==> src/rtl/spi_slave_fifo.sv <==
// spi_slave_fifo: SPI slave (all four modes) with RX/TX FIFOs, frame strobes and
// overflow/underflow pulses, clocked entirely in the system clock domain.
// Optional build macro SPI_SLAVE_WORDCNT_EN adds the frame_words output.
module spi_slave_fifo #(
  parameter int unsigned       DATA_W      = 8,
  parameter int unsigned       RX_DEPTH    = 8,
  parameter int unsigned       TX_DEPTH    = 8,
  parameter int unsigned       SPI_MODE    = 0,
  parameter int unsigned       SYNC_STAGES = 2,
  parameter logic [DATA_W-1:0] IDLE_WORD   = '1
) (
  input  logic                        clock,
  input  logic                        reset_n,
  input  logic                        SPI_clock,
  input  logic                        SPI_cs_n,
  input  logic                        SPI_mosi,
  output logic                        SPI_miso,
  output logic [DATA_W-1:0]           RX_data,
  output logic                        RX_valid,
  input  logic                        RX_ready,
  output logic [$clog2(RX_DEPTH):0]   RX_level,
  input  logic [DATA_W-1:0]           TX_data,
  input  logic                        TX_valid,
  output logic                        TX_ready,
  output logic                        frame_start,
  output logic                        frame_end,
  output logic                        RX_overflow,
  output logic                        TX_underflow
`ifdef SPI_SLAVE_WORDCNT_EN
  ,
  output logic [15:0]                 frame_words
`endif
);

  localparam int unsigned RX_AW = $clog2(RX_DEPTH);
  localparam int unsigned TX_AW = $clog2(TX_DEPTH);
  localparam int unsigned CNT_W = $clog2(DATA_W);
  localparam logic        CPOL  = SPI_MODE[1];
  localparam logic        CPHA  = SPI_MODE[0];
  localparam logic        SAMPLE_RISE = (CPOL == CPHA);
  localparam logic [CNT_W-1:0] LAST_BIT = CNT_W'(DATA_W - 1);

  // Synchroniser chains and previous-sample flops
  logic [SYNC_STAGES-1:0] sclk_sync_q, cs_sync_q, mosi_sync_q;
  logic                   sclk_prev_q, cs_prev_q;

  // SPI engine state
  logic [CNT_W-1:0]  bit_cnt_q, bit_cnt_d;
  logic [DATA_W-1:0] rx_shift_q, rx_shift_d;
  logic [DATA_W-1:0] rx_word_q, rx_word_d;
  logic              rx_push_q, rx_push_d;
  logic [DATA_W-1:0] tx_shift_q, tx_shift_d;
  logic              miso_q, miso_d;
  logic              tx_loaded_q, tx_loaded_d;
  logic              tx_pend_q, tx_pend_d;
  logic              tx_pend_pop_q, tx_pend_pop_d;
  logic              frame_start_q, frame_start_d;
  logic              frame_end_q, frame_end_d;
  logic              rx_ovf_q, rx_ovf_d;
  logic              tx_uf_q, tx_uf_d;

  // FIFO state
  logic [DATA_W-1:0] rx_mem [RX_DEPTH];
  logic [DATA_W-1:0] tx_mem [TX_DEPTH];
  logic [RX_AW:0]    rx_wr_q, rx_wr_d, rx_rd_q, rx_rd_d, rx_level_q, rx_level_d;
  logic              rx_valid_q, rx_valid_d;
  logic [DATA_W-1:0] rx_head_q, rx_head_d;
  logic [TX_AW:0]    tx_wr_q, tx_wr_d, tx_rd_q, tx_rd_d;
  logic              tx_ready_q, tx_ready_d;

  // Decoded events
  logic              sclk_s, cs_s, mosi_s;
  logic              sclk_rise, sclk_fall, cs_fall, cs_rise;
  logic              sample_ev, shift_ev, word_done;
  logic              tx_empty, tx_pop, tx_push;
  logic [DATA_W-1:0] tx_src;
  logic              rx_full, rx_pop, rx_wr_en;

  // Pin synchronisers; CS idles deasserted and SCLK idles at CPOL
  always_ff @(posedge clock or negedge reset_n) begin
    if (!reset_n) begin
      sclk_sync_q <= {SYNC_STAGES{CPOL}};
      cs_sync_q   <= '1;
      mosi_sync_q <= '0;
      sclk_prev_q <= CPOL;
      cs_prev_q   <= 1'b1;
    end else begin
      sclk_sync_q <= {sclk_sync_q[SYNC_STAGES-2:0], SPI_clock};
      cs_sync_q   <= {cs_sync_q[SYNC_STAGES-2:0], SPI_cs_n};
      mosi_sync_q <= {mosi_sync_q[SYNC_STAGES-2:0], SPI_mosi};
      sclk_prev_q <= sclk_sync_q[SYNC_STAGES-1];
      cs_prev_q   <= cs_sync_q[SYNC_STAGES-1];
    end
  end

  // Edge decode; SCLK edges only count inside a running frame
  always_comb begin
    sclk_s    = sclk_sync_q[SYNC_STAGES-1];
    cs_s      = cs_sync_q[SYNC_STAGES-1];
    mosi_s    = mosi_sync_q[SYNC_STAGES-1];
    sclk_rise = sclk_s & ~sclk_prev_q;
    sclk_fall = ~sclk_s & sclk_prev_q;
    cs_fall   = cs_prev_q & ~cs_s;
    cs_rise   = ~cs_prev_q & cs_s;
    sample_ev = ~cs_s & ~cs_fall & (SAMPLE_RISE ? sclk_rise : sclk_fall);
    shift_ev  = ~cs_s & ~cs_fall & (SAMPLE_RISE ? sclk_fall : sclk_rise);
    word_done = sample_ev & (bit_cnt_q == LAST_BIT);
    tx_empty  = (tx_wr_q == tx_rd_q);
    tx_src    = tx_empty ? IDLE_WORD : tx_mem[tx_rd_q[TX_AW-1:0]];
  end

  // SPI shift engine: RX assembly, TX loading and MISO drive
  always_comb begin
    bit_cnt_d     = bit_cnt_q;
    rx_shift_d    = rx_shift_q;
    rx_word_d     = rx_word_q;
    rx_push_d     = 1'b0;
    tx_shift_d    = tx_shift_q;
    miso_d        = miso_q;
    tx_loaded_d   = tx_loaded_q;
    tx_pend_d     = tx_pend_q;
    tx_pend_pop_d = tx_pend_pop_q;
    frame_start_d = cs_fall;
    frame_end_d   = cs_rise;
    tx_uf_d       = 1'b0;
    tx_pop        = 1'b0;
    if (cs_s) begin
      bit_cnt_d   = '0;
      rx_shift_d  = '0;
      miso_d      = 1'b0;
      tx_loaded_d = 1'b0;
      tx_pend_d   = 1'b0;
    end else if (cs_fall) begin
      bit_cnt_d  = '0;
      rx_shift_d = '0;
      tx_pop     = ~tx_empty;
      tx_uf_d    = tx_empty;
      if (CPHA) begin
        tx_shift_d  = tx_src;
        tx_loaded_d = 1'b1;
        miso_d      = 1'b0;
      end else begin
        tx_shift_d = {tx_src[DATA_W-2:0], 1'b0};
        miso_d     = tx_src[DATA_W-1];
      end
    end else begin
      if (sample_ev) begin
        rx_shift_d = {rx_shift_q[DATA_W-2:0], mosi_s};
        // CPHA=0 word loaded at completion is only consumed once the word really starts
        if (!CPHA && tx_pend_q && (bit_cnt_q == '0)) begin
          tx_pop    = tx_pend_pop_q;
          tx_uf_d   = ~tx_pend_pop_q;
          tx_pend_d = 1'b0;
        end
        if (word_done) begin
          bit_cnt_d = '0;
          rx_word_d = rx_shift_d;
          rx_push_d = 1'b1;
          if (!CPHA) begin
            tx_shift_d    = {tx_src[DATA_W-2:0], 1'b0};
            miso_d        = tx_src[DATA_W-1];
            tx_pend_d     = 1'b1;
            tx_pend_pop_d = ~tx_empty;
          end
        end else begin
          bit_cnt_d = bit_cnt_q + CNT_W'(1);
        end
      end
      if (shift_ev) begin
        if (CPHA && (bit_cnt_q == '0) && !tx_loaded_q) begin
          tx_pop     = ~tx_empty;
          tx_uf_d    = tx_empty;
          miso_d     = tx_src[DATA_W-1];
          tx_shift_d = {tx_src[DATA_W-2:0], 1'b0};
        end else if (CPHA || (bit_cnt_q != '0)) begin
          miso_d     = tx_shift_q[DATA_W-1];
          tx_shift_d = {tx_shift_q[DATA_W-2:0], 1'b0};
        end
        tx_loaded_d = 1'b0;
      end
    end
  end

  // FIFO pointer arithmetic and registered status
  always_comb begin
    rx_pop     = RX_ready & rx_valid_q;
    rx_full    = (rx_level_q == (RX_AW+1)'(RX_DEPTH));
    rx_wr_en   = rx_push_q & (~rx_full | rx_pop);
    rx_ovf_d   = rx_push_q & rx_full & ~rx_pop;
    rx_wr_d    = rx_wr_q + (RX_AW+1)'(rx_wr_en);
    rx_rd_d    = rx_rd_q + (RX_AW+1)'(rx_pop);
    rx_level_d = rx_wr_d - rx_rd_d;
    rx_valid_d = (rx_level_d != '0);
    // Bypass the word being written when it becomes the new head
    rx_head_d  = (rx_wr_en && (rx_wr_q[RX_AW-1:0] == rx_rd_d[RX_AW-1:0])) ?
                 rx_word_q : rx_mem[rx_rd_d[RX_AW-1:0]];
    tx_push    = TX_valid & tx_ready_q;
    tx_wr_d    = tx_wr_q + (TX_AW+1)'(tx_push);
    tx_rd_d    = tx_rd_q + (TX_AW+1)'(tx_pop);
    tx_ready_d = ((tx_wr_d - tx_rd_d) != (TX_AW+1)'(TX_DEPTH));
  end

  // FIFO storage, not reset
  always_ff @(posedge clock) begin
    if (rx_wr_en) rx_mem[rx_wr_q[RX_AW-1:0]] <= rx_word_q;
    if (tx_push)  tx_mem[tx_wr_q[TX_AW-1:0]] <= TX_data;
  end

  // State and output registers
  always_ff @(posedge clock or negedge reset_n) begin
    if (!reset_n) begin
      bit_cnt_q     <= '0;
      rx_shift_q    <= '0;
      rx_word_q     <= '0;
      rx_push_q     <= 1'b0;
      tx_shift_q    <= '0;
      miso_q        <= 1'b0;
      tx_loaded_q   <= 1'b0;
      tx_pend_q     <= 1'b0;
      tx_pend_pop_q <= 1'b0;
      frame_start_q <= 1'b0;
      frame_end_q   <= 1'b0;
      rx_ovf_q      <= 1'b0;
      tx_uf_q       <= 1'b0;
      rx_wr_q       <= '0;
      rx_rd_q       <= '0;
      rx_level_q    <= '0;
      rx_valid_q    <= 1'b0;
      rx_head_q     <= '0;
      tx_wr_q       <= '0;
      tx_rd_q       <= '0;
      tx_ready_q    <= 1'b1;
    end else begin
      bit_cnt_q     <= bit_cnt_d;
      rx_shift_q    <= rx_shift_d;
      rx_word_q     <= rx_word_d;
      rx_push_q     <= rx_push_d;
      tx_shift_q    <= tx_shift_d;
      miso_q        <= miso_d;
      tx_loaded_q   <= tx_loaded_d;
      tx_pend_q     <= tx_pend_d;
      tx_pend_pop_q <= tx_pend_pop_d;
      frame_start_q <= frame_start_d;
      frame_end_q   <= frame_end_d;
      rx_ovf_q      <= rx_ovf_d;
      tx_uf_q       <= tx_uf_d;
      rx_wr_q       <= rx_wr_d;
      rx_rd_q       <= rx_rd_d;
      rx_level_q    <= rx_level_d;
      rx_valid_q    <= rx_valid_d;
      rx_head_q     <= rx_head_d;
      tx_wr_q       <= tx_wr_d;
      tx_rd_q       <= tx_rd_d;
      tx_ready_q    <= tx_ready_d;
    end
  end

`ifdef SPI_SLAVE_WORDCNT_EN
  logic [15:0] words_q;

  // Saturating per-frame word counter, held after the frame ends
  always_ff @(posedge clock or negedge reset_n) begin
    if (!reset_n) begin
      words_q <= '0;
    end else if (cs_fall) begin
      words_q <= '0;
    end else if (word_done && (words_q != 16'hFFFF)) begin
      words_q <= words_q + 16'd1;
    end
  end

  assign frame_words = words_q;
`endif

  assign SPI_miso     = miso_q;
  assign RX_data      = rx_head_q;
  assign RX_valid     = rx_valid_q;
  assign RX_level     = rx_level_q;
  assign TX_ready     = tx_ready_q;
  assign frame_start  = frame_start_q;
  assign frame_end    = frame_end_q;
  assign RX_overflow  = rx_ovf_q;
  assign TX_underflow = tx_uf_q;

endmodule
==> config.mk <==
export PLATFORM = sky130hd
export DESIGN_NAME = spi_slave_fifo
export DESIGN_NICKNAME = d
export VERILOG_FILES = /design/src/rtl/spi_slave_fifo.sv
export SDC_FILE = /design/constraint.sdc
export NUM_CORES = 1
export LEC_CHECK = 0
export CAP_MARGIN = 20
export CORE_UTILIZATION = 60
export CTS_CLUSTER_DIAMETER = 120
export DETAILED_ROUTE_END_ITERATION = 16
export GPL_ROUTABILITY_DRIVEN = 0
export GPL_TIMING_DRIVEN = 0
export PLACE_DENSITY = 0.79
export SYNTH_ARGS = -nofsm -noshare
export SYNTH_HDL_FRONTEND = slang
export SYNTH_SLANG_ARGS = --single-unit
==> constraint.sdc <==
create_clock -name clock -period 4.2 [get_ports clock]
set_input_delay 0.84 -clock clock [delete_from_list [all_inputs] [get_ports clock]]
set_output_delay 0.84 -clock clock [all_outputs]
set_load 0.03 [all_outputs]
==> metrics, run 1 <==
Reg2Reg Launch Point tx_rd_q[1]$_DFF_PN0_; number of synthesized flops with an enable pin 128; DR pass1 iterations 5; vias in the first global route 4247; CTS Buf Count 17; synthesized flop and latch total 200; Max Cap Viol 0; Yosys top cell by area edfxtp_1; CTS resizes 0; CP delay by family, top buffers and inverters; RSZ-0062 raised after global routing false; number of antenna violations at the first check in global routing 0; grt total ovfl 0; post-synth net total 492; Clock transition at path regs 0.07 ns; Vias 4124; maximum clock path buffer count 2; commonest non-fill, non-tap cell in the layout edfxtp_1; synthesized instance count 459; dpl cells 673; max_slew headroom 36.4%; Req. time, crit path 4.57 ns; number of cell rows 41; Worst Setup SP RX_ready; critical path class input port to flip-flop; DIE WIDTH 117 um; DRC viols 0; clock latency on the worst-skew pair 0.43 ns; die height 117 um; vias per inst 5.85; Die ar. 13700 sq um; CTS H-tree depth 4; Netlist Area Pre-Place 7970 sq um; final worst-path cycle share 86.1%; Worst Hold Depth 0; non-filler cells, final 705; Leak Pwr 3.61 nW; Reg2Reg Capture Point TX_ready$_DFF_PN1_; Iteration-0 DRC Markers 217; worst-margin pin slew 0.950 ns; I/O pins 34; CP bufs+invs 4; hold path start mosi_sync_q[0]$_DFF_PN0_; final hold violation count 0; most common cell type on the critical path ha_1; R2R setup slack 0.66 ns; kind of end point of the critical path flip-flop; synth top area cells edfxtp_1 (48%), dfrtp_1 (21%), mux4_2 (9.0%), ha_1 (2.7%), mux2_2 (2.3%); status complete, no violations; routed len/inst 20.0 um; Fin Hold WS 0.352 ns; startpoint types input port; total wire length 14.1 mm; P per Cell Area 556 nW/um^2; setup TNS 0 ns; Nets 553; GRT Util Overall 23.2%; Post-CTS Setup Bufs 0; first-pass GRT wire length 22.5 mm; CP Depth 12; sequential share of the synthesized area 70.9%; CP Cell Sequence clkdlybuf4s50_1 -> and2_1 -> ha_1 -> ha_1 -> buf_2 -> clkbuf_1 -> inv_1 -> ha_1 -> a21o_1 -> a21oi_1 -> xnor3_1 -> nand4b_1; Worst Setup EP RX_valid$_DFF_PN0_; Critical-path top delay cell clkbuf_1; largest net degree at the start of global routing 73; finished layout cell area 9220 sq um; Avg Cell Area, Syn 17.4 sq um; initial core utilization 62.4%; placed inst area 8580 sq um; Peak VDD IR 0.000414 V; FFs w/ async S/R, synth 36.0%; Post-CTS Hold Fix Bufs 0; top_reg_cell synth edfxtp_1; cells on worst reg2reg path 14; yosys warns 0; detailed-placement wirelength estimate 9.37 mm; count of input and output buffers 33; Worst Path Arrival 3.98 ns; commonest cells after routing, fill and taps aside edfxtp_1 (128), dfrtp_1 (68), mux4_2 (32), clkdlybuf4s50_1 (32), nand2_1 (26); Final setup viols 0; share of the synthesized area in the top cell type 48.2%; fmax 276 MHz; synthesis-to-layout area growth 15.7%; CTS tree built; crit path time final 3.62 ns; Root Driver clkbuf_16; Post-DRT Antenna Nets 0; CP Max Fanout 10; Slowest Stage Delay on Critical Path 0.56 ns; CORE AREA 12800 sq um; Max Transition Viols Final 0; post-synthesis cell type count 44; Hold/Removal Path Class flip-flop to flip-flop; # diodes 0; sinks on the clock net 200; clock skew 0.00860 ns; share of cells above drive strength 1 20.3%
## state kept, by name, summed over array words and instances (netlist names), 2 cells and up
register / cells
rx_mem: 64
sclk_sync_q: 2
rx_shift_q: 7
rx_wr_q: 4
rx_rd_q: 4
tx_wr_q: 4
RX_data: 8
tx_rd_q: 4
bit_cnt_q: 3
cs_sync_q: 2
tx_shift_q: 8
mosi_sync_q: 2
tx_mem: 64
RX_level: 4
rx_word_q: 8
## final cells by class
class / count / area, sq um
Tap cell: 172 / 215
Multi-Input combinational cell: 218 / 2150
Buffer: 18 / 92.6
Clock inverter: 15 / 214
Sequential cell: 200 / 5650
Timing Repair Buffer: 42 / 390
Inverter: 23 / 86.3
Clock buffer: 17 / 425
Fill cell: 768 / 3550
## kinds of logic after synthesis
family / after synthesis / synth area share, %
flops: 200 / 70.9
xor+xnor: 18 / 2.15
mux: 63 / 13.3
simple gates: 79 / 5.31
buf+inv: 41 / 2.25
compound gates: 40 / 3.16
fa+ha+maj: 18 / 2.92
## report_power, final
group	internal [mW]	switching, mW	total (mW)	leakage, nW
Clock	1.01	0.727	1.74	0.310
Combinational	0.464	0.567	1.03	1.13
Sequential	2.28	0.0741	2.36	2.17
Total	3.76	1.37	5.13	3.61
## worst register-to-register path, delay by kind of cell (launching register included)
kind                       cells  cell delay (ns)
and+or+nand+nor                3             0.99
DFF                            1             0.34
buffers and inverters          3             0.64
xor gates and xnor gates       1             0.16
adders and majority gates      3             0.84
AOI/OAI and AO/OA              4             0.48
## synth_stat cells (3+ instances only)
cell	count
edfxtp_1	128
dfrtp_1	68
mux4_2	32
nand2_1	26
a21oi_1	22
inv_1	21
ha_1	17
mux2_2	16
nor2_1	13
nor3_1	10
clkbuf_1	9
xnor2_1	9
mux2_1	8
xor2_1	8
a221o_1	7
mux2i_1	7
nand3_1	6
buf_2	5
nand2b_1	5
and2_1	4
dfstp_2	4
o21ai_0	4
nor2b_1	3
## worst min-delay path by stage
stage / endpoint / slack, ns
floorplan: mosi_sync_q[1]$_DFF_PN0_ / 0.33
global route: sclk_sync_q[1]$_DFF_PN0_ / 0.35
detailed placement: mosi_sync_q[1]$_DFF_PN0_ / 0.34
CTS: mosi_sync_q[1]$_DFF_PN0_ / 0.35
finish: mosi_sync_q[1]$_DFF_PN0_ / 0.35
global placement: sclk_sync_q[1]$_DFF_PN0_ / 0.34
## metrics by stage
stage,utilization [%],power (mW),setup slack (ns)
after floorplan,-,3.13,1.02
after global placement,66.7,3.39,-0.0816
after detailed placement,67.2,3.44,0.0960
after CTS,72.2,5.16,0.532
after global routing,72.2,5.33,0.355
final,72.2,5.13,0.582
## per-layer routing
layer / part of all wire, % / track usage (%) / vias up
li1: - / - / 1865
met1: 40 / 27.4 / 2103
met2: 54 / 40.6 / 123
met3: 4.1 / 5.41 / 33
met4: 2.5 / 10.8 / 0
met5: 0 / 0 / -
Power figures use the tool's default switching activity.
==> run 2: changes to the inputs <==
- MAX_ROUTING_LAYER: unset -> met4
- SLEW_MARGIN: unset -> 20
==> metrics, run 2 (synthesized netlist as in run 1, its figures left out) <==
status complete, no violations; setup TNS 0 ns; number of cell rows 41; clock skew 0.00893 ns; Post-CTS Hold Fix Bufs 0; non-filler cells, final 698; DIE WIDTH 117 um; RSZ-0062 raised after global routing false; Max Cap Viol 0; max_slew headroom 41.0%; finished layout cell area 9150 sq um; DRC viols 0; I/O pins 34; Peak VDD IR 0.000431 V; clock latency on the worst-skew pair 0.43 ns; commonest cells after routing, fill and taps aside edfxtp_1 (128), dfrtp_1 (68), mux4_2 (32), clkdlybuf4s50_1 (32), nand2_1 (26); CTS tree built; Max Transition Viols Final 0; critical path class input port to flip-flop; Clock transition at path regs 0.07 ns; grt total ovfl 0; dpl ws 0.0724 ns; Post-CTS Setup Bufs 0; Die ar. 13700 sq um; number of antenna violations at the first check in global routing 0; sinks on the clock net 200; cells on worst reg2reg path 14; fmax 275 MHz; share of cells above drive strength 1 20.2%; Nets 546; commonest non-fill, non-tap cell in the layout edfxtp_1; total wire length 13.6 mm; Fin Hold WS 0.349 ns; vias per inst 5.78; Hold/Removal Path Class flip-flop to flip-flop; Tot Pwr 4.95 mW; detailed-placement wirelength estimate 9.14 mm; CTS Buf Count 17; Vias 4031; die height 117 um; final hold violation count 0; kind of end point of the critical path flip-flop; startpoint types input port; Root Driver clkbuf_16; maximum clock path buffer count 2; fin util 71.7%; Post-DRT Antenna Nets 0; Worst Path Arrival 4.00 ns; dpl cells 666; CTS resizes 0; DR pass1 iterations 4; Final setup viols 0; post-route setup slack 0.560 ns; first-pass GRT wire length 21.7 mm; worst-margin pin slew 0.882 ns; Worst Hold Depth 0; P per Cell Area 541 nW/um^2; placed inst area 8580 sq um; GRT Util Overall 23.1%; initial core utilization 62.4%; Iteration-0 DRC Markers 217; routed len/inst 19.4 um; # diodes 0; synthesis-to-layout area growth 14.9%; CP Max Fanout 10; CORE AREA 12800 sq um; Req. time, crit path 4.56 ns; final worst-path cycle share 86.7%; crit path time final 3.64 ns; vias in the first global route 4112; Leak Pwr 3.55 nW; CTS H-tree depth 4; largest net degree at the start of global routing 38; count of input and output buffers 33
run 2: report_power, final:
part	internal, mW	total, mW	leakage (nW)	switching (mW)
sequential	2.28	2.36	2.17	0.0734
clock	0.833	1.56	0.269	0.725
combinational	0.460	1.04	1.10	0.578
run 2: layer usage:
metal / vias to the layer above / global-route usage [%] / part of all wire [%]
met5: - / - / 0
met4: 0 / 9.37 / 1.7
met3: 19 / 4.58 / 3.6
met2: 105 / 38.8 / 53
met1: 2056 / 27.5 / 41
li1: 1851 / - / -
run 2: worst max-delay path: stages:
cell and delay [ns]:
clkdlybuf4s50_1 0.39, and2_1 0.18, ha_1 0.23, ha_1 0.37, buf_2 0.28, clkbuf_1 0.55, inv_1 0.10, ha_1 0.31
a21o_1 0.18, a21oi_1 0.17, xnor3_1 0.29, nand4b_1 0.11
run 2: area by class of cell:
class,count,area (sq um)
plain buffers,18,92.6
inverters,23,86.3
flip-flops and latches,200,5650
clock buffers,18,429
fillers,754,3620
repair buffers,35,353
multi-input cells,218,2190
clock inverters,14,140
well taps,172,215
run 2: final timing paths:
path,endpoint,start,slack (ns)
max,RX_valid$_DFF_PN0_,RX_ready,0.56
min,mosi_sync_q[1]$_DFF_PN0_,mosi_sync_q[0]$_DFF_PN0_,0.35
max reg2reg,TX_ready$_DFF_PN1_,tx_rd_q[1]$_DFF_PN0_,0.66
min reg2reg,mosi_sync_q[1]$_DFF_PN0_,mosi_sync_q[0]$_DFF_PN0_,0.35
max in group asynchronous,cs_prev_q$_DFF_PN1_,reset_n,3.24
min in group asynchronous,sclk_sync_q[0]$_DFF_PN0_,reset_n,0.36
==> run 3: changes to the inputs <==
- CELL_PAD_IN_SITES_DETAIL_PLACEMENT: unset -> 1
- CELL_PAD_IN_SITES_GLOBAL_PLACEMENT: unset -> 1
- CORE_UTILIZATION: 60 -> 52
- MAX_ROUTING_LAYER: met4 -> unset
==> metrics, run 3 (synthesized netlist as in run 1, its figures left out) <==
final worst-path cycle share 92.3%; commonest non-fill, non-tap cell in the layout edfxtp_1; DR pass1 iterations 5; met1 Usage GRT 26.9%; CTS H-tree depth 4; number of antenna violations at the first check in global routing 0; busiest layer in global routing met2; Critical-path top delay cell nand4_1; clock skew 0.0104 ns; CTS resizes 0; CTS tree built; Vias 4120; Root Driver clkbuf_16; Post-CTS Hold Fix Bufs 0; Reg2Reg Launch Point tx_rd_q[1]$_DFF_PN0_; RSZ-0062 raised after global routing false; routed len/inst 21.9 um; Worst Setup SP tx_rd_q[1]$_DFF_PN0_; grt total ovfl 0; Peak VDD IR 0.000342 V; Max Cap Viol 0; Final setup viols 0; Post-CTS Setup Bufs 0; R2R setup slack 0.32 ns; Die ar. 15800 sq um; Global Route met3 Usage 4.46%; max_slew headroom 34.9%; crit path time final 3.88 ns; clock latency on the worst-skew pair 0.43 ns; met2 usage 37.2%; most common cell type on the critical path ha_1; Post-DRT Antenna Nets 0; Nets 546; CP delay by family, top simple AND/OR/NAND/NOR gates; finished layout cell area 9150 sq um; CP bufs+invs 3; Slowest Stage Delay on Critical Path 0.48 ns; DRC viols 0; fmax 258 MHz; synthesis-to-layout area growth 14.8%; commonest cells after routing, fill and taps aside edfxtp_1 (128), dfrtp_1 (68), mux4_2 (32), clkdlybuf4s50_1 (32), nand2_1 (26); Worst Path Arrival 4.22 ns; Hold/Removal Path Class input port to asynchronous set/reset pin; share of cells above drive strength 1 19.8%; total wire length 15.6 mm; vias per inst 5.80; CORE AREA 14800 sq um; Worst Setup EP TX_ready$_DFF_PN1_; critical path class flip-flop to flip-flop; number of cell rows 44; CTS Buf Count 17; first-pass GRT wire length 24.8 mm; Reg2Reg Capture Point TX_ready$_DFF_PN1_; die height 126 um; Req. time, crit path 4.54 ns; Clock transition at path regs 0.07 ns; status complete, no violations; placed inst area 8610 sq um; count of input and output buffers 33; sinks on the clock net 200; Leak Pwr 3.54 nW; detailed-placement wirelength estimate 10.4 mm; GRT Util Overall 21.5%; P per Cell Area 541 nW/um^2; Fin Hold WS 0.316 ns; dpl ws 0.210 ns; initial core utilization 54.0%; cells on worst reg2reg path 14; Max Transition Viols Final 0; maximum clock path buffer count 2; worst-margin pin slew 0.973 ns; # diodes 0; DIE WIDTH 126 um; vias in the first global route 4517; CP Depth 14; largest net degree at the start of global routing 49; post-route setup slack 0.324 ns; startpoint types flip-flop; CP Max Fanout 10; Iteration-0 DRC Markers 213; CP Cell Sequence buf_2 -> buf_6 -> xnor2_1 -> nand4_1 -> nand2_1 -> o21ai_0 -> ha_1 -> ha_1 -> inv_1 -> ha_1 -> a21oi_1 -> or4bb_1 -> a21oi_1 -> a31oi_1; kind of end point of the critical path flip-flop; I/O pins 34; final hold violation count 0
==> run 3: cell types whose count changed in the layout (fill, tap and decap cells not counted), sizes merged <==
cell,previous run,this run
clkbuf,27,29
inv,28,24
clkinv,5,7
==> run 3: worst min path at each step <==
| stage | slack [ns] | endpoint | depth (start not counted) | start |
|---|---|---|---|---|
| 5_1_grt | 0.33 | RX_data[7]$_DFF_PN0_ | 1 | reset_n |
| 4_1_cts | 0.32 | RX_data[7]$_DFF_PN0_ | 1 | reset_n |
| 3_5_place_dp | 0.34 | sclk_sync_q[1]$_DFF_PN0_ | 0 | sclk_sync_q[0]$_DFF_PN0_ |
| 2_1_floorplan | 0.33 | mosi_sync_q[1]$_DFF_PN0_ | 0 | mosi_sync_q[0]$_DFF_PN0_ |
| 6_report | 0.32 | RX_data[7]$_DFF_PN0_ | 1 | reset_n |
| 3_3_place_gp | 0.33 | mosi_sync_q[1]$_DFF_PN0_ | 0 | mosi_sync_q[0]$_DFF_PN0_ |
==> run 3: power by group <==
part           internal [mW]  total [mW]  switching (mW)
logic                  0.462        1.08           0.614
registers               2.28        2.36          0.0807
clock network          0.815        1.51           0.698
==> run 3: layout make-up <==
class	count	area, sq um
inverters	23	86.3
clock inverters	12	105
multi-input cells	218	2190
flip-flops and latches	200	5650
fillers	1306	5610
well taps	184	230
repair buffers	35	360
plain buffers	18	92.6
clock buffers	20	437
==> run 3: routing by layer <==
metal  up-vias  share of wire [%]
li1       1845                  -
met1      2185                 43
met2        72                 53
met3        18                2.8
met4         0                1.5
met5         -                  0
==> run 3: metrics by stage <==
stage                     setup TNS [ns]  utilization, %  power (mW)  cells
after floorplan                        0               -        3.13    459
after global placement            -11.56            57.8        3.40    676
after detailed placement               0            58.3        3.49    678
after CTS                              0            62.0        5.00    710
after global routing                   0            62.0        5.16    710
final                                  0            62.0        4.95    710
